$ cat src/rtl/lcd_pkg.sv
// PCD8544 command constants, field widths and the draw scheduler state encoding.
package lcd_pkg;

    localparam logic [7:0]  CMD_SET_Y = 8'h40;
    localparam logic [7:0]  CMD_SET_X = 8'h80;
    localparam int unsigned LCD_COLS  = 84;
    localparam int unsigned LCD_BANKS = 6;
    localparam int unsigned COL_W     = 7;
    localparam int unsigned BANK_W    = 3;
    localparam int unsigned LEN_W     = 7;

    typedef enum logic [2:0] {
        IDLE,
        CMD_Y,
        CMD_X,
        FETCH,
        LOAD,
        DATA,
        DONE
    } sched_state_t;

    // Clamp request fields to the panel geometry.
    function automatic logic [COL_W-1:0] sat_col(input logic [COL_W-1:0] c);
        return (c > COL_W'(LCD_COLS - 1)) ? COL_W'(LCD_COLS - 1) : c;
    endfunction

    function automatic logic [BANK_W-1:0] sat_bank(input logic [BANK_W-1:0] b);
        return (b > BANK_W'(LCD_BANKS - 1)) ? BANK_W'(LCD_BANKS - 1) : b;
    endfunction

    function automatic logic [LEN_W-1:0] sat_len(input logic [LEN_W-1:0] l);
        return (l > LEN_W'(LCD_COLS)) ? LEN_W'(LCD_COLS) : l;
    endfunction

endpackage

$ cat src/rtl/rr_arbiter.sv
// Round-robin arbiter: combinational one-hot winner, pointer moves past the winner on advance.
module rr_arbiter #(
    parameter int unsigned N_REQ = 3
) (
    input  logic             clk,
    input  logic             reset,
    input  logic [N_REQ-1:0] req,
    input  logic             advance,
    output logic [N_REQ-1:0] winner_c
);

    localparam int unsigned PTR_W = (N_REQ > 1) ? $clog2(N_REQ) : 1;

    logic [PTR_W-1:0] ptr;
    logic [PTR_W-1:0] win_idx;
    logic             found;

    // First set bit at or after the pointer, then wrap to the lowest set bit.
    always_comb begin
        winner_c = '0;
        win_idx  = '0;
        found    = 1'b0;
        for (int i = 0; i < int'(N_REQ); i++) begin
            if (!found && req[i] && (i >= int'(ptr))) begin
                found   = 1'b1;
                win_idx = PTR_W'(i);
            end
        end
        for (int i = 0; i < int'(N_REQ); i++) begin
            if (!found && req[i]) begin
                found   = 1'b1;
                win_idx = PTR_W'(i);
            end
        end
        if (found) begin
            winner_c[win_idx] = 1'b1;
        end
    end

    always_ff @(posedge clk) begin
        if (!reset) begin
            ptr <= '0;
        end else if (advance && found) begin
            ptr <= (win_idx == PTR_W'(N_REQ - 1)) ? '0 : win_idx + PTR_W'(1);
        end
    end

endmodule

$ cat src/rtl/lcd_draw_scheduler.sv
// Shares one PCD8544 SPI master among draw clients: set-Y, set-X, then len bytes from sprite ROM.
module lcd_draw_scheduler
    import lcd_pkg::*;
#(
    parameter int unsigned N_REQ  = 3,
    parameter int unsigned ADDR_W = 9
) (
    input  logic                    clk,
    input  logic                    reset,
    input  logic [N_REQ-1:0]        req,
    input  logic [7*N_REQ-1:0]      req_col,
    input  logic [3*N_REQ-1:0]      req_bank,
    input  logic [7*N_REQ-1:0]      req_len,
    input  logic [ADDR_W*N_REQ-1:0] req_addr,
    output logic [N_REQ-1:0]        grant,
    output logic [N_REQ-1:0]        done,
    output logic                    busy,
    output logic [ADDR_W-1:0]       rom_addr,
    input  logic [7:0]              rom_data,
    output logic                    spi_start,
    output logic                    spi_dc,
    output logic [7:0]              spi_data,
    input  logic                    spi_avail
);

    sched_state_t      state;
    logic [N_REQ-1:0]  winner_c;
    logic [N_REQ-1:0]  lat_win;
    logic [COL_W-1:0]  sel_col;
    logic [COL_W-1:0]  lat_col;
    logic [BANK_W-1:0] sel_bank;
    logic [LEN_W-1:0]  sel_len;
    logic [LEN_W-1:0]  lat_len;
    logic [LEN_W-1:0]  idx;
    logic [ADDR_W-1:0] sel_addr;
    logic [ADDR_W-1:0] lat_addr;
    logic              advance_c;

    assign advance_c = (state == IDLE);

    rr_arbiter #(.N_REQ(N_REQ)) u_arb (
        .clk      (clk),
        .reset    (reset),
        .req      (req),
        .advance  (advance_c),
        .winner_c (winner_c)
    );

    // Route the winning client's request fields.
    always_comb begin
        sel_col  = '0;
        sel_bank = '0;
        sel_len  = '0;
        sel_addr = '0;
        for (int i = 0; i < int'(N_REQ); i++) begin
            if (winner_c[i]) begin
                sel_col  = req_col[i*COL_W +: COL_W];
                sel_bank = req_bank[i*BANK_W +: BANK_W];
                sel_len  = req_len[i*LEN_W +: LEN_W];
                sel_addr = req_addr[i*ADDR_W +: ADDR_W];
            end
        end
    end

    always_ff @(posedge clk) begin
        if (!reset) begin
            state     <= IDLE;
            grant     <= '0;
            done      <= '0;
            busy      <= 1'b0;
            spi_start <= 1'b0;
            spi_dc    <= 1'b0;
            spi_data  <= 8'h00;
            rom_addr  <= '0;
            lat_win   <= '0;
            lat_col   <= '0;
            lat_len   <= '0;
            lat_addr  <= '0;
            idx       <= '0;
        end else begin
            grant <= '0;
            done  <= '0;
            case (state)
                IDLE: begin
                    if (|req) begin
                        lat_win   <= winner_c;
                        lat_col   <= sat_col(sel_col);
                        lat_len   <= sat_len(sel_len);
                        lat_addr  <= sel_addr;
                        idx       <= '0;
                        grant     <= winner_c;
                        busy      <= 1'b1;
                        spi_start <= 1'b1;
                        spi_dc    <= 1'b0;
                        spi_data  <= CMD_SET_Y | 8'(sat_bank(sel_bank));
                        state     <= CMD_Y;
                    end
                end
                CMD_Y: begin
                    if (spi_avail) begin
                        spi_data <= CMD_SET_X | 8'(lat_col);
                        state    <= CMD_X;
                    end
                end
                CMD_X: begin
                    if (spi_avail) begin
                        spi_start <= 1'b0;
                        if (lat_len == '0) begin
                            done  <= lat_win;
                            state <= DONE;
                        end else begin
                            rom_addr <= lat_addr;
                            state    <= FETCH;
                        end
                    end
                end
                FETCH: state <= LOAD;
                LOAD: begin
                    spi_data  <= rom_data;
                    spi_dc    <= 1'b1;
                    spi_start <= 1'b1;
                    state     <= DATA;
                end
                DATA: begin
                    if (spi_avail) begin
                        spi_start <= 1'b0;
                        idx       <= idx + LEN_W'(1);
                        if ((idx + LEN_W'(1)) == lat_len) begin
                            done  <= lat_win;
                            state <= DONE;
                        end else begin
                            rom_addr <= lat_addr + ADDR_W'(idx + LEN_W'(1));
                            state    <= FETCH;
                        end
                    end
                end
                DONE: begin
                    busy   <= 1'b0;
                    spi_dc <= 1'b0;
                    state  <= IDLE;
                end
                default: state <= IDLE;
            endcase
        end
    end

endmodule

$ cat config.mk
export PLATFORM = sky130hd
export DESIGN_NAME = lcd_draw_scheduler
export DESIGN_NICKNAME = d
export VERILOG_FILES = /design/src/rtl/lcd_pkg.sv /design/src/rtl/rr_arbiter.sv /design/src/rtl/lcd_draw_scheduler.sv
export SDC_FILE = /design/constraint.sdc
export NUM_CORES = 1
export LEC_CHECK = 0
export BUFFER_PORTS_ARGS = -buffer_cell sky130_fd_sc_hd__buf_2
export CAP_MARGIN = 10
export CORE_ASPECT_RATIO = 1.5
export CORE_UTILIZATION = 50
export DETAILED_ROUTE_END_ITERATION = 8
export HOLD_SLACK_MARGIN = 0.02
export PLACE_DENSITY_LB_ADDON = 0.08
export SETUP_SLACK_MARGIN = 0.2
export SLEW_MARGIN = 20
export SYNTH_ARGS = -nofsm -noshare
export SYNTH_HDL_FRONTEND = slang
export SYNTH_SLANG_ARGS = --single-unit
$ cat constraint.sdc
create_clock -name clk -period 5.3 [get_ports clk]
set_input_delay 0.795 -clock clk [delete_from_list [all_inputs] [get_ports clk]]
set_output_delay 0.795 -clock clk [all_outputs]
set_load 0.01 [all_outputs]
==> After elaboration in Yosys (flattened, before gate mapping) <==
Index checks and enable logic that the tools add are counted.
{ "classes": {"add_sub_neg": 4, "magnitude_cmp": 8, "n_eq_ne": 15, "n_mux": 59, "n_reduce_logical": 34} }
{ "ops": {"columns": ["operator", "n"], "rows": [
  ["$mux W7", 10],
  ["$mux W9", 7],
  ["$mux W3", 15],
  ["$pmux W8 S3", 1],
  ["$pmux W3 S6", 1],
  ["$pmux W9 S2", 1],
  ["$mux W8", 2],
  ["$gt A7 B7 Y1 const B", 2],
  ["$pmux W7 S2", 1],
  ["$ne A2 B2 Y1 const B", 6],
  ["$reduce_and A3 Y1", 4],
  ["$mux W1", 11],
  ["$logic_and A1 B1 Y1", 10],
  ["$mux W2", 5],
  ["$add A9 B8 Y9", 1],
  ["$eq A3 B3 Y1 const B", 3],
  ["$reduce_bool A3 Y1", 3],
  ["$add A7 B1 Y8 const B", 1],
  ["$add A7 B1 Y7 const B", 1],
  ["$eq A7 B7 Y1", 1],
  ["$logic_not A7 Y1", 1],
  ["$eq A3 B2 Y1 const B", 2],
  ["$pmux W1 S3", 2],
  ["$pmux W3 S2", 1],
  ["19 further kinds", 28]
]} }
{ "totals": {"regBits": 64, "output_inout_bits": 26, "elab_cells": 134} }

==> Logic depth before layout (Yosys ltp) <==
{ "depth": {"ltp_word": 32, "depth_mapped": 11} }

==> Cells and area by module <==
From an unflattened synthesis, not the netlist that was laid out.
{ "unflattened": {"cells_unflattened": 520, "area_unflattened_um2": 3923.8} }
{ "by_module_without_submodules": {"columns": ["module", "n_inst", "cells_per_inst", "area_per_inst_um2"], "rows": [
  ["lcd_draw_scheduler", 1, 493, 3748.6],
  ["rr_arbiter", 1, 27, 175.2]
]} }

==> Worst setup path before layout <==
No wires, ideal clock.
{ "synth_path": {"kind": "input port to flip-flop", "from": "input req[2]", "to": "register lat_col[0]", "setup_time_ps": 127, "arrival_time_ps": 2155, "t_required_ps": 5173, "path_slack_ps": 3018, "cell_stages": 8, "path_buffers": 3, "path_cell_list": "a21o_1 -> a221oi_1 -> buf_2 -> buf_2 -> buf_2 -> nor3b_1 -> a221oi_1 -> a21oi_1"} }
{ "synth_via": {"elab_chain_cells": 22, "elab_cells_between_ends": 29, "classes_between": "order compare (3); mux (15); reduce/logical (11)"} }
{ "synth_rtl": {"columns": ["item", "line", "text"], "rows": [
  ["from (decl)", "lcd_draw_scheduler.sv:10", "input logic [N_REQ-1:0] req,"],
  ["$logic_and A1 B1 Y1 (2 in series)", "rr_arbiter.sv:24", "if (!found && req[i] && (i >= int'(ptr))) begin"],
  ["$mux W1", "rr_arbiter.sv:24", null],
  ["$logic_not A1 Y1", "rr_arbiter.sv:30", "if (!found && req[i]) begin"],
  ["$logic_and A1 B1 Y1", "rr_arbiter.sv:30", null],
  ["$mux W1", "rr_arbiter.sv:30", null],
  ["$logic_not A1 Y1", "rr_arbiter.sv:30", null],
  ["$logic_and A1 B1 Y1", "rr_arbiter.sv:30", null],
  ["$mux W1", "rr_arbiter.sv:30", null],
  ["[... 3 more ...]", null, null],
  ["$lt A2 B3 Y1 (not written as such) or $ge A2 B1 Y1 (tied branches)", "rr_arbiter.sv:36", "winner_c[win_idx] = 1'b1;"],
  ["$logic_and A1 B1 Y1 (not written as such)", "rr_arbiter.sv:36", null],
  ["$mux W1 (not written as such)", "rr_arbiter.sv:36", null],
  ["$demux W1 S2", null, null],
  ["$mux W3", "rr_arbiter.sv:35", "if (found) begin"],
  ["$mux W7 (3 in series)", "lcd_draw_scheduler.sv:56", "if (winner_c[i]) begin"],
  ["$gt A7 B7 Y1", "lcd_pkg.sv:24", "return (c > COL_W'(LCD_COLS - 1)) ? COL_W'(LCD_COLS - 1) : c;"],
  ["$mux W7", "lcd_pkg.sv:24", null],
  ["to (signal assigned)", "lcd_draw_scheduler.sv:87", "lat_col <= sat_col(sel_col);"],
  ["to (decl)", "lcd_draw_scheduler.sv:30", "logic [COL_W-1:0] lat_col;"]
]} }
Parallel ways exist; a longest one is shown, timed or not.
A chain may end at the register's enable or synchronous reset.

==> Worst setup path after layout <==
{ "layout_path": {"from": "input req[2]", "to": "register lat_len[1]"} }
{ "layout_via": {"elab_chain_cells": 22, "elab_cells_between_ends": 29, "classes_between": "order compare (3); mux (15); reduce/logical (11)"} }
{ "layout_rtl": {"columns": ["item", "line", "text"], "rows": [
  ["$logic_and A1 B1 Y1 (2 in series)", "rr_arbiter.sv:24", null],
  ["$mux W1", "rr_arbiter.sv:24", null],
  ["$logic_not A1 Y1", "rr_arbiter.sv:30", null],
  ["$logic_and A1 B1 Y1", "rr_arbiter.sv:30", null],
  ["$mux W1", "rr_arbiter.sv:30", null],
  ["$logic_not A1 Y1", "rr_arbiter.sv:30", null],
  ["$logic_and A1 B1 Y1", "rr_arbiter.sv:30", null],
  ["$mux W1", "rr_arbiter.sv:30", null],
  ["[... 3 more ...]", null, null],
  ["$lt A2 B3 Y1 (not written as such) or $ge A2 B1 Y1 (tied branches)", "rr_arbiter.sv:36", null],
  ["$logic_and A1 B1 Y1 (not written as such)", "rr_arbiter.sv:36", null],
  ["$mux W1 (not written as such)", "rr_arbiter.sv:36", null],
  ["$demux W1 S2", null, null],
  ["$mux W3", "rr_arbiter.sv:35", null],
  ["$mux W7 (3 in series)", "lcd_draw_scheduler.sv:56", null],
  ["$gt A7 B7 Y1", "lcd_pkg.sv:32", "return (l > LEN_W'(LCD_COLS)) ? LEN_W'(LCD_COLS) : l;"],
  ["$mux W7", "lcd_pkg.sv:32", null],
  ["to (signal assigned)", "lcd_draw_scheduler.sv:88", "lat_len <= sat_len(sel_len);"],
  ["to (decl)", "lcd_draw_scheduler.sv:33", "logic [LEN_W-1:0] lat_len;"]
]} }
Parallel ways exist; a longest one is shown, timed or not.

==> impl_metrics.py <==
metrics = {
    "status": {
        "status": "finished clean",
    },
    "drt": {
        "wl_per_cell_um": 16.5,
        "dr_total_vias": 3758,
        "first_pass_iters": 8,
        "drt_iter0_drc": 365,
        "vias_per_cell": 6.05,
        "drc": 0,
        "antenna_left": 0,
        "wirelength_um": 10200,
    },
    "setup_path": {
        "crit_type": "in -> reg",
        "start_kind": "input pin",
        "crit_buf_inv": 1,
        "arrival_ns": 3.04,
        "cpMostUsedCell": "a22o_1",
        "crit_slowest_cell": "a31o_1",
        "cp_data_required_time_ns": 5.54,
        "endpoint_kind": "flip-flop",
        "critPathMaxFanout": 30,
        "crit_path_cell_trace": "buf_2, and3_1, a31o_1, a222oi_1, and2_1, a22o_1, a22o_1",
        "path_delay_family": "compound AO/OA/AOI/OAI gates",
        "worst_path_largest_cell_delay_ns": 0.80,
    },
    "synthesis": {
        "synth-edff-count": 0,
        "synth_compound_area_share_pct": 32.0,
        "async_flop_share_pct": 0,
        "synth.area.mux_share_pct": 0.582,
        "synthAdderAreaFrac_pct": 3.29,
        "yosysWarnings": 0,
        "yosys.area.top_type": "dfxtp_1",
        "synth_xor_area_share_pct": 3.59,
        "syn_avg_cell_area_um2": 8.33,
        "ys_ff_latch": 64,
        "syn_nets": 540,
        "yosys-top-cells-area": "dfxtp_1 35%, a222oi_1 6.0%, nand2_1 5.0%, o211a_1 4.4%, a21oi_1 4.0%",
        "yosysUniqueCellTypes": 55,
        "netlist_area_mm2": 0.00365,
        "synth_ff_type": "dfxtp_1",
        "synth_top_area_share_pct": 35.1,
        "synth_top_family_by_area": "compound AO/OA/AOI/OAI gates",
        "yosys.area_share.simple_pct": 20.8,
        "seq_area_frac_synth_pct": 35.1,
        "synth_cells": 439,
    },
    "power": {
        "pwr-share-clk_pct": 31.3,
        "combPwrFrac_pct": 26.5,
        "ir_worst_vdd_mv": 0.175,
        "power_switching_uw": 443,
        "power.density_mw_per_mm2": 313,
        "cellLeakagePower_uw": 0.00207,
        "seqPwrFrac_pct": 42.2,
        "p_int_uw": 949,
        "swShare_pct": 31.8,
    },
    "timing": {
        "setup_viol": 0,
        "finalCritPeriodShare_pct": 52.8,
        "max_freq_mhz": 358,
        "relSlewSlack_pct": 31.9,
        "skew_ns": 0.0100,
        "tns_ns": 0,
        "min_period_ns": 2.80,
        "fin_hold_ws_ns": 0.467,
        "slew_violations": 0,
        "hold_viol": 0,
        "rsz0062_at_grt": "false",
        "worst_slew_pin_slew_ns": 1.02,
    },
    "grt": {
        "grt_pass1_vias": 3405,
        "use_met1_pct": 32.0,
        "gr-total-overflow": 0,
        "grt_use_total_pct": 27.9,
        "grtUsageMet3_pct": 4.89,
        "grt_pass1_wl_um": 16500,
        "gr-max-usage-layer": "met2",
        "grt_max_degree": 34,
        "antenna_found_initial": 0,
        "use_met2_pct": 50.5,
    },
    "clock_tree": {
        "clk_pin_slew_ns": 0.07,
        "cts_buffers": 9,
        "postCtsSetupRepairBufs": 0,
        "cts_hold_buf": 0,
        "cts_max_level": 3,
        "cts_resized": 0,
        "cts_tree": "done",
        "cts_root_buf": "clkbuf_8",
        "cts_buffer_depth": 2,
        "cts.sinks": 64,
        "clk_latency_ns": 0.34,
    },
    "finish": {
        "syn_to_final_growth_pct": 21.6,
        "nFillCells": 619,
        "nets": 640,
        "antennaDiodeCount": 0,
        "drive_gt1_share_pct": 26.5,
        "regArea_mm2": 0.00128,
        "instances_no_fill": 621,
        "multi_input_comb_area_mm2": 0.00221,
    },
    "run": {
        "max_cap_violations": 0,
    },
    "placement": {
        "hpwlAfterDp_um": 7580,
        "place_inst": 606,
        "gp_routability_congestion": 0.924,
        "io_buffers": 117,
    },
    "floorplan": {
        "die_h_um": 107,
        "io_pins": 118,
        "rows": 37,
        "core_mm2": 0.00694,
        "start_util_pct": 52.6,
        "die_area_mm2": 0.00766,
        "die_w_um": 71.8,
    },
    "min_path": {
        "min_path_type": "reg -> reg",
    },
}
[metal layers]
metal	routed length, µm	vias up
li1	-	1846
met1	4120	1777
met2	5430	113
met3	376	22
met4	318	0
met5	0	-
[worst register-to-register path, cell delays in order (launching register included)]
cell      delay, ns
dfxtp_1        0.47
and3_1         0.24
a31o_1         0.80
a222oi_1       0.40
and2_1         0.28
a22o_1         0.21
a22o_1         0.22
[power by group through the flow]
stage	clock network [µW]	registers [µW]	logic, µW
after floorplan	0	581	266
after global placement	0	597	360
after detailed placement	0	598	366
after CTS	442	588	368
after global routing	467	594	414
final	436	588	369
[cell usage after synthesis (7+ instances only)]
library cell and instances:
dfxtp_1 64, nand2_1 49, a21oi_1 29, o21ai_0 28, clkbuf_1 24, nor2_1 23
a222oi_1 22, nor2b_1 18, o211a_1 16, nor3_1 14, and2_1 13, nand3_1 10
xnor2_1 10, a22oi_1 9, inv_1 9, ha_1 8, nand3b_1 7
[flip-flops by register name (all words and copies together) (netlist names), 3 cells and up]
signal / flops
state: 3
idx: 7
spi_data: 8
lat_len: 7
lat_win: 3
done: 3
lat_addr: 9
rom_addr: 9
lat_col: 7
grant: 3
[worst paths after layout]
check / to / slack, ns / depth (start not counted) / from
setup / recovery: lat_len[1] / 2.50 / 7 / req[2]
hold / removal: rom_addr[2] / 0.47 / 2 / rom_addr[2]
setup reg to reg: lat_len[1] / 2.58 / 6 / u_arb.ptr[1]
hold reg to reg: rom_addr[2] / 0.47 / 2 / rom_addr[2]
[cell families after synthesis]
family          count (synthesis)
simple gates                  151
flops                          64
mux                             2
fa+ha+maj                       9
xor+xnor                       15
buf+inv                        41
compound gates                157
[layout by cell type (no fill, tap or decap), types with 7 or more instances in the layout]
master      n
nor3_1     14
a22oi_1     9
xnor2_1    10
o21ai_0    28
and2_1     13
a222oi_1   22
ha_1        8
a21oi_1    29
buf_2     117
nor2b_1    18
nand3_1    10
nand3b_1    7
nand2_1    49
nor2_1     23
o211a_1    16
dfxtp_1    64
clkbuf_8   12
inv_1       9
[area by class of cell]
type | instances | share of cell area [%]
multi-input combinational | 334 | 49.8
sequential | 64 | 28.8
timing repair buffer | 120 | 13.7
clock buffer | 13 | 3.80
tap | 78 | 2.20
clock inverter | 2 | 0.845
inverter | 10 | 0.845
[stage by stage]
step | setup slack [ns] | power, µW | util [%] | instance area [µm²]
after global routing | 2.33 | 1470 | 64.0 | 4440
after CTS | 2.38 | 1400 | 63.9 | 4440
after global placement | 2.28 | 958 | 61.0 | 4230
final | 2.50 | 1390 | 64.0 | 4440
after floorplan | 3.02 | 847 | - | 3650
after detailed placement | 2.21 | 964 | 61.0 | 4230
Note: power is estimated with default switching activity, not from simulation.
